<file path="config.mk">
export PLATFORM = sky130hd
export DESIGN_NAME = credit_flit_source
export DESIGN_NICKNAME = d
export VERILOG_FILES = /design/src/rtl/credit_flit_source.sv
export SDC_FILE = /design/constraint.sdc
export NUM_CORES = 1
export LEC_CHECK = 0
export BUFFER_PORTS_ARGS = -buffer_cell sky130_fd_sc_hd__buf_2
export CAP_MARGIN = 5
export CORE_MARGIN = 2
export CORE_UTILIZATION = 46
export CTS_BUF_LIST = sky130_fd_sc_hd__clkbuf_16
export CTS_CLUSTER_SIZE = 24
export DETAILED_ROUTE_END_ITERATION = 6
export GPL_ROUTABILITY_DRIVEN = 0
export PLACE_DENSITY = 0.7
export RECOVER_POWER = 25
export SLEW_MARGIN = 25
export SYNTH_ARGS = -nofsm -noshare
export SYNTH_HDL_FRONTEND = slang
export SYNTH_SLANG_ARGS = --single-unit
</file>
<file path="constraint.sdc">
create_clock -name clk -period 2.6 [get_ports clk]
set_input_delay 0.39 -clock clk [delete_from_list [all_inputs] [get_ports clk]]
set_output_delay 0.39 -clock clk [all_outputs]
set_load 0.005 [all_outputs]
</file>
<file path="src/rtl/credit_flit_source.sv">
// credit_flit_source: parametrised flit generator for one router input port.
// Emits header/body/tail packets under credit-based flow control, with a
// programmable inter-packet gap and a run-level packet count.
// Optional feature: define CREDIT_FLIT_SOURCE_LFSR_EN to fill body flits from
// a FLIT_W-bit Galois LFSR instead of the {sequence, flit index} pattern.
module credit_flit_source #(
  parameter int          FLIT_W       = 32,
  parameter int          ADDR_W       = 4,
  parameter int          PORT         = 0,
  parameter int          BUFFER_DEPTH = 4,
  parameter int          LEN_W        = 8,
  parameter logic [31:0] SEED         = 32'hACE1_0001
) (
  input  logic              clk,
  input  logic              rst,
  input  logic              start,
  input  logic [ADDR_W-1:0] cfg_dst_x,
  input  logic [ADDR_W-1:0] cfg_dst_y,
  input  logic [LEN_W-1:0]  cfg_pkt_len,
  input  logic [LEN_W-1:0]  cfg_gap,
  input  logic [LEN_W-1:0]  cfg_num_pkts,
  input  logic              credit_in,
  output logic [FLIT_W-1:0] channel_out,
  output logic [1:0]        diff_pair_out,
  output logic              busy,
  output logic              done,
  output logic [LEN_W-1:0]  pkts_sent,
  output logic              credit_err
);

  localparam int                CRED_W       = $clog2(BUFFER_DEPTH + 1);
  localparam logic [CRED_W-1:0] CRED_FULL    = CRED_W'(BUFFER_DEPTH);
  localparam logic [CRED_W-1:0] CRED_ONE     = CRED_W'(1);
  localparam logic [LEN_W-1:0]  LEN_ONE      = LEN_W'(1);
  localparam logic [LEN_W-1:0]  LEN_TWO      = LEN_W'(2);
  localparam logic [2:0]        PORT_ID      = 3'(PORT);
  localparam int                HDR_Y_MSB    = FLIT_W - 1 - ADDR_W;
  localparam int                HDR_PORT_MSB = FLIT_W - 1 - 2 * ADDR_W;

  localparam logic [1:0] MARK_NONE = 2'b00;
  localparam logic [1:0] MARK_HEAD = 2'b10;
  localparam logic [1:0] MARK_BODY = 2'b11;
  localparam logic [1:0] MARK_TAIL = 2'b01;

  typedef enum logic [2:0] {IDLE, HEAD, BODY, GAP, DONE} state_t;

  state_t            state_q, state_d;
  logic [ADDR_W-1:0] dst_x_q, dst_y_q;
  logic [LEN_W-1:0]  last_idx_q;
  logic [LEN_W-1:0]  gap_q;
  logic [LEN_W-1:0]  num_pkts_q;
  logic [LEN_W-1:0]  flit_idx_q;
  logic [LEN_W-1:0]  gap_cnt_q;
  logic [CRED_W-1:0] credits_q;

  logic              have_credit;
  logic              send;
  logic              tail;
  logic              start_run;
  logic              credit_drop;
  logic              credit_ok;
  logic [LEN_W-1:0]  pkts_inc;
  logic [7:0]        seq8;
  logic [FLIT_W-1:0] header_flit;
  logic [FLIT_W-1:0] body_data;
  logic [FLIT_W-1:0] flit_data;
  logic [1:0]        flit_mark;

  assign have_credit = (credits_q != '0);
  assign pkts_inc    = pkts_sent + LEN_ONE;
  assign seq8        = 8'(pkts_sent);
  assign credit_drop = credit_in && (credits_q == CRED_FULL) && !send;
  assign credit_ok   = credit_in && !credit_drop;

`ifdef CREDIT_FLIT_SOURCE_LFSR_EN
  // Galois feedback masks for the supported widths; other widths fall back
  // to a simple end-around tap so the register never locks up.
  function automatic logic [FLIT_W-1:0] lfsr_taps();
    logic [FLIT_W-1:0] t;
    t = '0;
    case (FLIT_W)
      16:      t = FLIT_W'(32'h0000_B400);
      24:      t = FLIT_W'(32'h00E1_0000);
      32:      t = FLIT_W'(32'h8020_0003);
      default: begin
        t[FLIT_W-1] = 1'b1;
        t[0]        = 1'b1;
      end
    endcase
    return t;
  endfunction

  localparam logic [FLIT_W-1:0] LFSR_TAPS = lfsr_taps();
  localparam logic [FLIT_W-1:0] LFSR_SEED = FLIT_W'(SEED);

  logic [FLIT_W-1:0] lfsr_q;

  // Payload generator: steps once per emitted body or tail flit, survives runs.
  always_ff @(posedge clk or posedge rst) begin
    if (rst) begin
      lfsr_q <= LFSR_SEED;
    end else if (send && (state_q == BODY)) begin
      lfsr_q <= {1'b0, lfsr_q[FLIT_W-1:1]} ^ (lfsr_q[0] ? LFSR_TAPS : '0);
    end
  end

  assign body_data = lfsr_q;
`else
  assign body_data = FLIT_W'({seq8, flit_idx_q});
`endif

  // Header layout: dst_x at the top, then dst_y, then the port ID, seq byte at the bottom.
  always_comb begin
    header_flit                         = '0;
    header_flit[FLIT_W-1 -: ADDR_W]     = dst_x_q;
    header_flit[HDR_Y_MSB -: ADDR_W]    = dst_y_q;
    header_flit[HDR_PORT_MSB -: 3]      = PORT_ID;
    header_flit[7:0]                    = seq8;
  end

  // Next-state logic plus the per-cycle send decision and flit selection.
  always_comb begin
    state_d   = state_q;
    send      = 1'b0;
    tail      = 1'b0;
    start_run = 1'b0;
    flit_data = header_flit;
    flit_mark = MARK_NONE;
    case (state_q)
      IDLE, DONE: begin
        if (start) begin
          start_run = 1'b1;
          state_d   = (cfg_num_pkts == '0) ? DONE : HEAD;
        end
      end
      HEAD: begin
        if (have_credit) begin
          send      = 1'b1;
          flit_data = header_flit;
          flit_mark = MARK_HEAD;
          state_d   = BODY;
        end
      end
      BODY: begin
        if (have_credit) begin
          send      = 1'b1;
          flit_data = body_data;
          if (flit_idx_q == last_idx_q) begin
            tail      = 1'b1;
            flit_mark = MARK_TAIL;
            if (pkts_inc == num_pkts_q) begin
              state_d = DONE;
            end else if (gap_q != '0) begin
              state_d = GAP;
            end else begin
              state_d = HEAD;
            end
          end else begin
            flit_mark = MARK_BODY;
          end
        end
      end
      GAP: begin
        if (gap_cnt_q == '0) begin
          state_d = HEAD;
        end
      end
      default: state_d = IDLE;
    endcase
  end

  // State register.
  always_ff @(posedge clk or posedge rst) begin
    if (rst) begin
      state_q <= IDLE;
    end else begin
      state_q <= state_d;
    end
  end

  // Credit counter and sticky overflow flag.
  always_ff @(posedge clk or posedge rst) begin
    if (rst) begin
      credits_q  <= CRED_FULL;
      credit_err <= 1'b0;
    end else begin
      if (send && !credit_ok) begin
        credits_q <= credits_q - CRED_ONE;
      end else if (!send && credit_ok) begin
        credits_q <= credits_q + CRED_ONE;
      end
      if (credit_drop) begin
        credit_err <= 1'b1;
      end
    end
  end

  // Run configuration latch, packet/flit/gap counters.
  always_ff @(posedge clk or posedge rst) begin
    if (rst) begin
      dst_x_q    <= '0;
      dst_y_q    <= '0;
      last_idx_q <= LEN_ONE;
      gap_q      <= '0;
      num_pkts_q <= '0;
      flit_idx_q <= '0;
      gap_cnt_q  <= '0;
      pkts_sent  <= '0;
    end else begin
      if (start_run) begin
        dst_x_q    <= cfg_dst_x;
        dst_y_q    <= cfg_dst_y;
        last_idx_q <= (cfg_pkt_len < LEN_TWO) ? LEN_ONE : (cfg_pkt_len - LEN_ONE);
        gap_q      <= cfg_gap;
        num_pkts_q <= cfg_num_pkts;
        flit_idx_q <= '0;
        pkts_sent  <= '0;
      end
      if (send && (state_q == HEAD)) begin
        flit_idx_q <= LEN_ONE;
      end
      if (send && (state_q == BODY)) begin
        if (tail) begin
          flit_idx_q <= '0;
          pkts_sent  <= pkts_inc;
          if (gap_q != '0) begin
            gap_cnt_q <= gap_q - LEN_ONE;
          end
        end else begin
          flit_idx_q <= flit_idx_q + LEN_ONE;
        end
      end
      if ((state_q == GAP) && (gap_cnt_q != '0)) begin
        gap_cnt_q <= gap_cnt_q - LEN_ONE;
      end
    end
  end

  // Registered outputs: flit channel, marker, and run status.
  always_ff @(posedge clk or posedge rst) begin
    if (rst) begin
      channel_out   <= '0;
      diff_pair_out <= MARK_NONE;
      busy          <= 1'b0;
      done          <= 1'b0;
    end else begin
      diff_pair_out <= MARK_NONE;
      if (send) begin
        channel_out   <= flit_data;
        diff_pair_out <= flit_mark;
      end
      busy <= (state_d == HEAD) || (state_d == BODY) || (state_d == GAP);
      done <= (state_d == DONE);
    end
  end

endmodule

</file>
==> metrics.md <==
| Metric | Value |
|---|---|
| DRC Markers | `0` |
| Post-DRT Antenna Nets | `0` |
| Final period util | `96.20%` |
| Ys async rst share | `100.0%` |
| Critical path, cell by cell | `nor4_2 > a21o_1 > mux2i_2 > ha_1 > o21ai_0 > nor2_1 > mux2_2 > a211oi_1` |
| Final WL | `11.04 mm` |
| Worst hold slack | `0.2400 ns` |
| Clock sink total | `91` |
| GR Util met1 | `28.93%` |
| Slowest-stage cell, CP | `dfrtp_1` |
| Pin count of the biggest net entering global routing | `40` |
| Design Power | `6.928 mW` |
| Outcome | `finished, final reports clean` |
| Mapped Avg Cell Area | `8.998 um^2` |
| Initial antenna violation count | `0` |
| Synthesis-to-finish area growth | `20.02%` |
| HPWL after DPL | `8.068 mm` |
| Die H | `105.6 um` |
| Yosys top cell by area | `dfrtp_1` |
| Library cells used by synthesis | `59` |
| Max FO, Critical Path | `6` |
| Hold_buf cts | `0` |
| Worst Skew | `0.006408 ns` |
| Via count | `3996` |
| Commonest non-fill, non-tap cells in the layout | `119 x nand2_1, 87 x dfrtp_1, 72 x buf_2, 55 x nor2_1, 34 x o21ai_0` |
| Minimum clock period | `2.501 ns` |
| Longest Clk Path Bufs | `2` |
| Mapped Cells | `528` |
| Post-synthesis sequential area ratio | `47.99%` |
| Slew Viols, Final | `0` |
| Proportion of netlist area held by the largest area contributor | `46.88%` |
| Met3 Usage GRT | `4.205%` |
| Row count | `37` |
| Syn Std Cell Area | `4751 um^2` |
| Initial drt markers | `269` |
| First-pass GRT wire length | `18.64 mm` |
| Crit path launch type | `flip-flop` |
| GRT overflow | `0` |
| CP max stage delay | `0.43 ns` |
| Critical Path Sink Type | `flip-flop` |
| Layout cells sized above 1 | `22.11%` |
| Largest cells by area after synthesis | `dfrtp_1 47%, nand2_1 9.4%, xnor2_1 4.6%` |
| Clk_lat worst skew | `0.34 ns` |
| Peak VDD IR | `0.4875 mV` |
| CP required | `2.84 ns` |
| Core Box Area | `10180 um^2` |
| Final hold vios | `0` |
| ANT cells | `0` |
| Most used routing layer | `met2` |
| CP Class | `flip-flop to flip-flop` |
| Number of global-route vias before repair | `3887` |
| Hold WC Path Type | `primary input to flip-flop` |
| DIE AREA | `11160 um^2` |
| CTS buffer count | `9` |
| Nets@finish | `651` |
| Detailed Routing Iterations Pass 1 | `4` |
| Clock transition at path regs | `0.06 ns` |
| Design area | `5702 um^2` |
| Commonest non-fill, non-tap cell in the layout | `nand2_1` |
| Setup Viol. Count Final | `0` |
| GR Util All Layers | `20.82%` |
| Met2 Track Usage GR | `32.58%` |
| Placed instance area | `5358 um^2` |
| H-tree Lvls | `3` |
| Slew headroom | `25.23%` |
| Clock Tree Root | `clkbuf_16` |
| Max Freq | `399.8 MHz` |
| Leakage | `2.629 nW` |
| Number of flops mapped to enable cells by yosys | `0` |
| Starting Density | `46.65%` |
| Synth warnings | `0` |
| Die X | `105.6 um` |
| CP arrival | `2.74 ns` |
| Worst-Margin Slew | `1.115 ns` |
| Max cap viols | `0` |
| Post-synthesis register bit count | `91` |
| Power Dens Cells | `1215 nW/um^2` |
| PortBufs | `72` |
| Ports | `81` |
| CTS tree | `done` |
| Top FF cell, synth | `dfrtp_1` |
| WL per Instance | `14.71 um` |
| Vias per cell | `5.321` |
==> critical path, delay by kind of cell (launching register included) <==
family | cells | cell delay [ns]
adder cells (fa/ha/maj) | 1 | 0.21
flip-flops | 1 | 0.43
AO/OA/AOI/OAI | 3 | 0.60
multiplexers | 2 | 0.65
AND/OR/NAND/NOR | 2 | 0.52
==> logic make-up after synthesis <==
group	after synthesis	synth area share [%]
fa+ha+maj	5	1.475
buf+inv	47	4.635
xor+xnor	29	5.346
compound gates	103	14.64
simple gates	236	22.36
flops	91	47.99
other cells	1	0.07893
mux	16	3.476
==> state kept, by name (all words and copies together) (netlist names), 3 cells and up <==
signal       flops
pkts_sent        8
gap_q            8
num_pkts_q       8
flit_idx_q       8
gap_cnt_q        8
dst_x_q          4
dst_y_q          4
state_q          3
channel_out     24
credits_q        3
last_idx_q       8
==> layer usage <==
metal / vias to the layer above / wire [um]
met5: - / 0
met4: 0 / 175
met3: 14 / 547
met2: 92 / 5254
met1: 1924 / 5066
li1: 1966 / -
==> through the flow <==
stage	TNS [ns]	std cells	util (%)	worst slack [ns]
2_1_floorplan	0	535	-	0.03878
3_3_place_gp	0	734	52.60	0.2455
3_5_place_dp	0	734	52.60	0.09384
4_1_cts	0	750	55.97	0.1096
5_1_grt	-0.04076	751	55.98	-0.04076
6_report	0	751	55.98	0.09882
==> report_power, final <==
part | switching (mW) | total (mW) | internal [mW]
logic | 1.63 | 2.92 | 1.29
registers | 0.561 | 2.52 | 1.96
clock network | 0.541 | 1.48 | 0.939
total | 2.73 | 6.93 | 4.20
==> layout make-up <==
type	instances	area (um^2)
inverter	13	50.05
clock inverter	7	117.6
multi-input combinational	397	2307
sequential	91	2282
timing repair buffer	98	549.3
clock buffer	9	225.2
fill	929	4483
tap	136	170.2
==> Yosys cell counts (all sizes together) (3+ instances only) <==
library cell  instances
a21oi                17
nor4                  5
or4                   6
o21ai                37
dfrtp                89
nor3                  7
mux2i                12
a31oi                 9
nand3                16
and2                  3
mux2                  4
xor2                  4
a211oi                4
xnor2                25
clkbuf               16
or3                   5
a22o                 11
inv                  12
ha                    4
buf                  18
nor2                 56
o31ai                 7
o41ai                 3
nand2b                4
nand2               119
nand3b                3
nor2b                 4
==> final timing paths <==
kind,from,end,slack (ns),cells after the start
worst max-delay path,gap_cnt_q[0]$_DFFE_PP0P_,gap_cnt_q[6]$_DFFE_PP0P_,0.1,8
worst min-delay path,cfg_dst_y[3],dst_y_q[3]$_DFFE_PP0P_,0.24,3
worst max register to register,gap_cnt_q[0]$_DFFE_PP0P_,gap_cnt_q[6]$_DFFE_PP0P_,0.1,8
worst min register to register,dst_x_q[3]$_DFFE_PP0P_,dst_x_q[3]$_DFFE_PP0P_,0.48,2
max in group asynchronous,rst,gap_cnt_q[2]$_DFFE_PP0P_,0.80,3
min in group asynchronous,rst,channel_out[8]$_DFFE_PP0P_,0.26,2
==> timing repair <==
action | in CTS | in global routing
gates resized for setup | 0 | 4
hold endpoints to repair | 0 | 0
buffers inserted | 0 | 1
endpoints found under the setup margin | 0 | 1
Note: power is estimated with default switching activity, not from simulation.
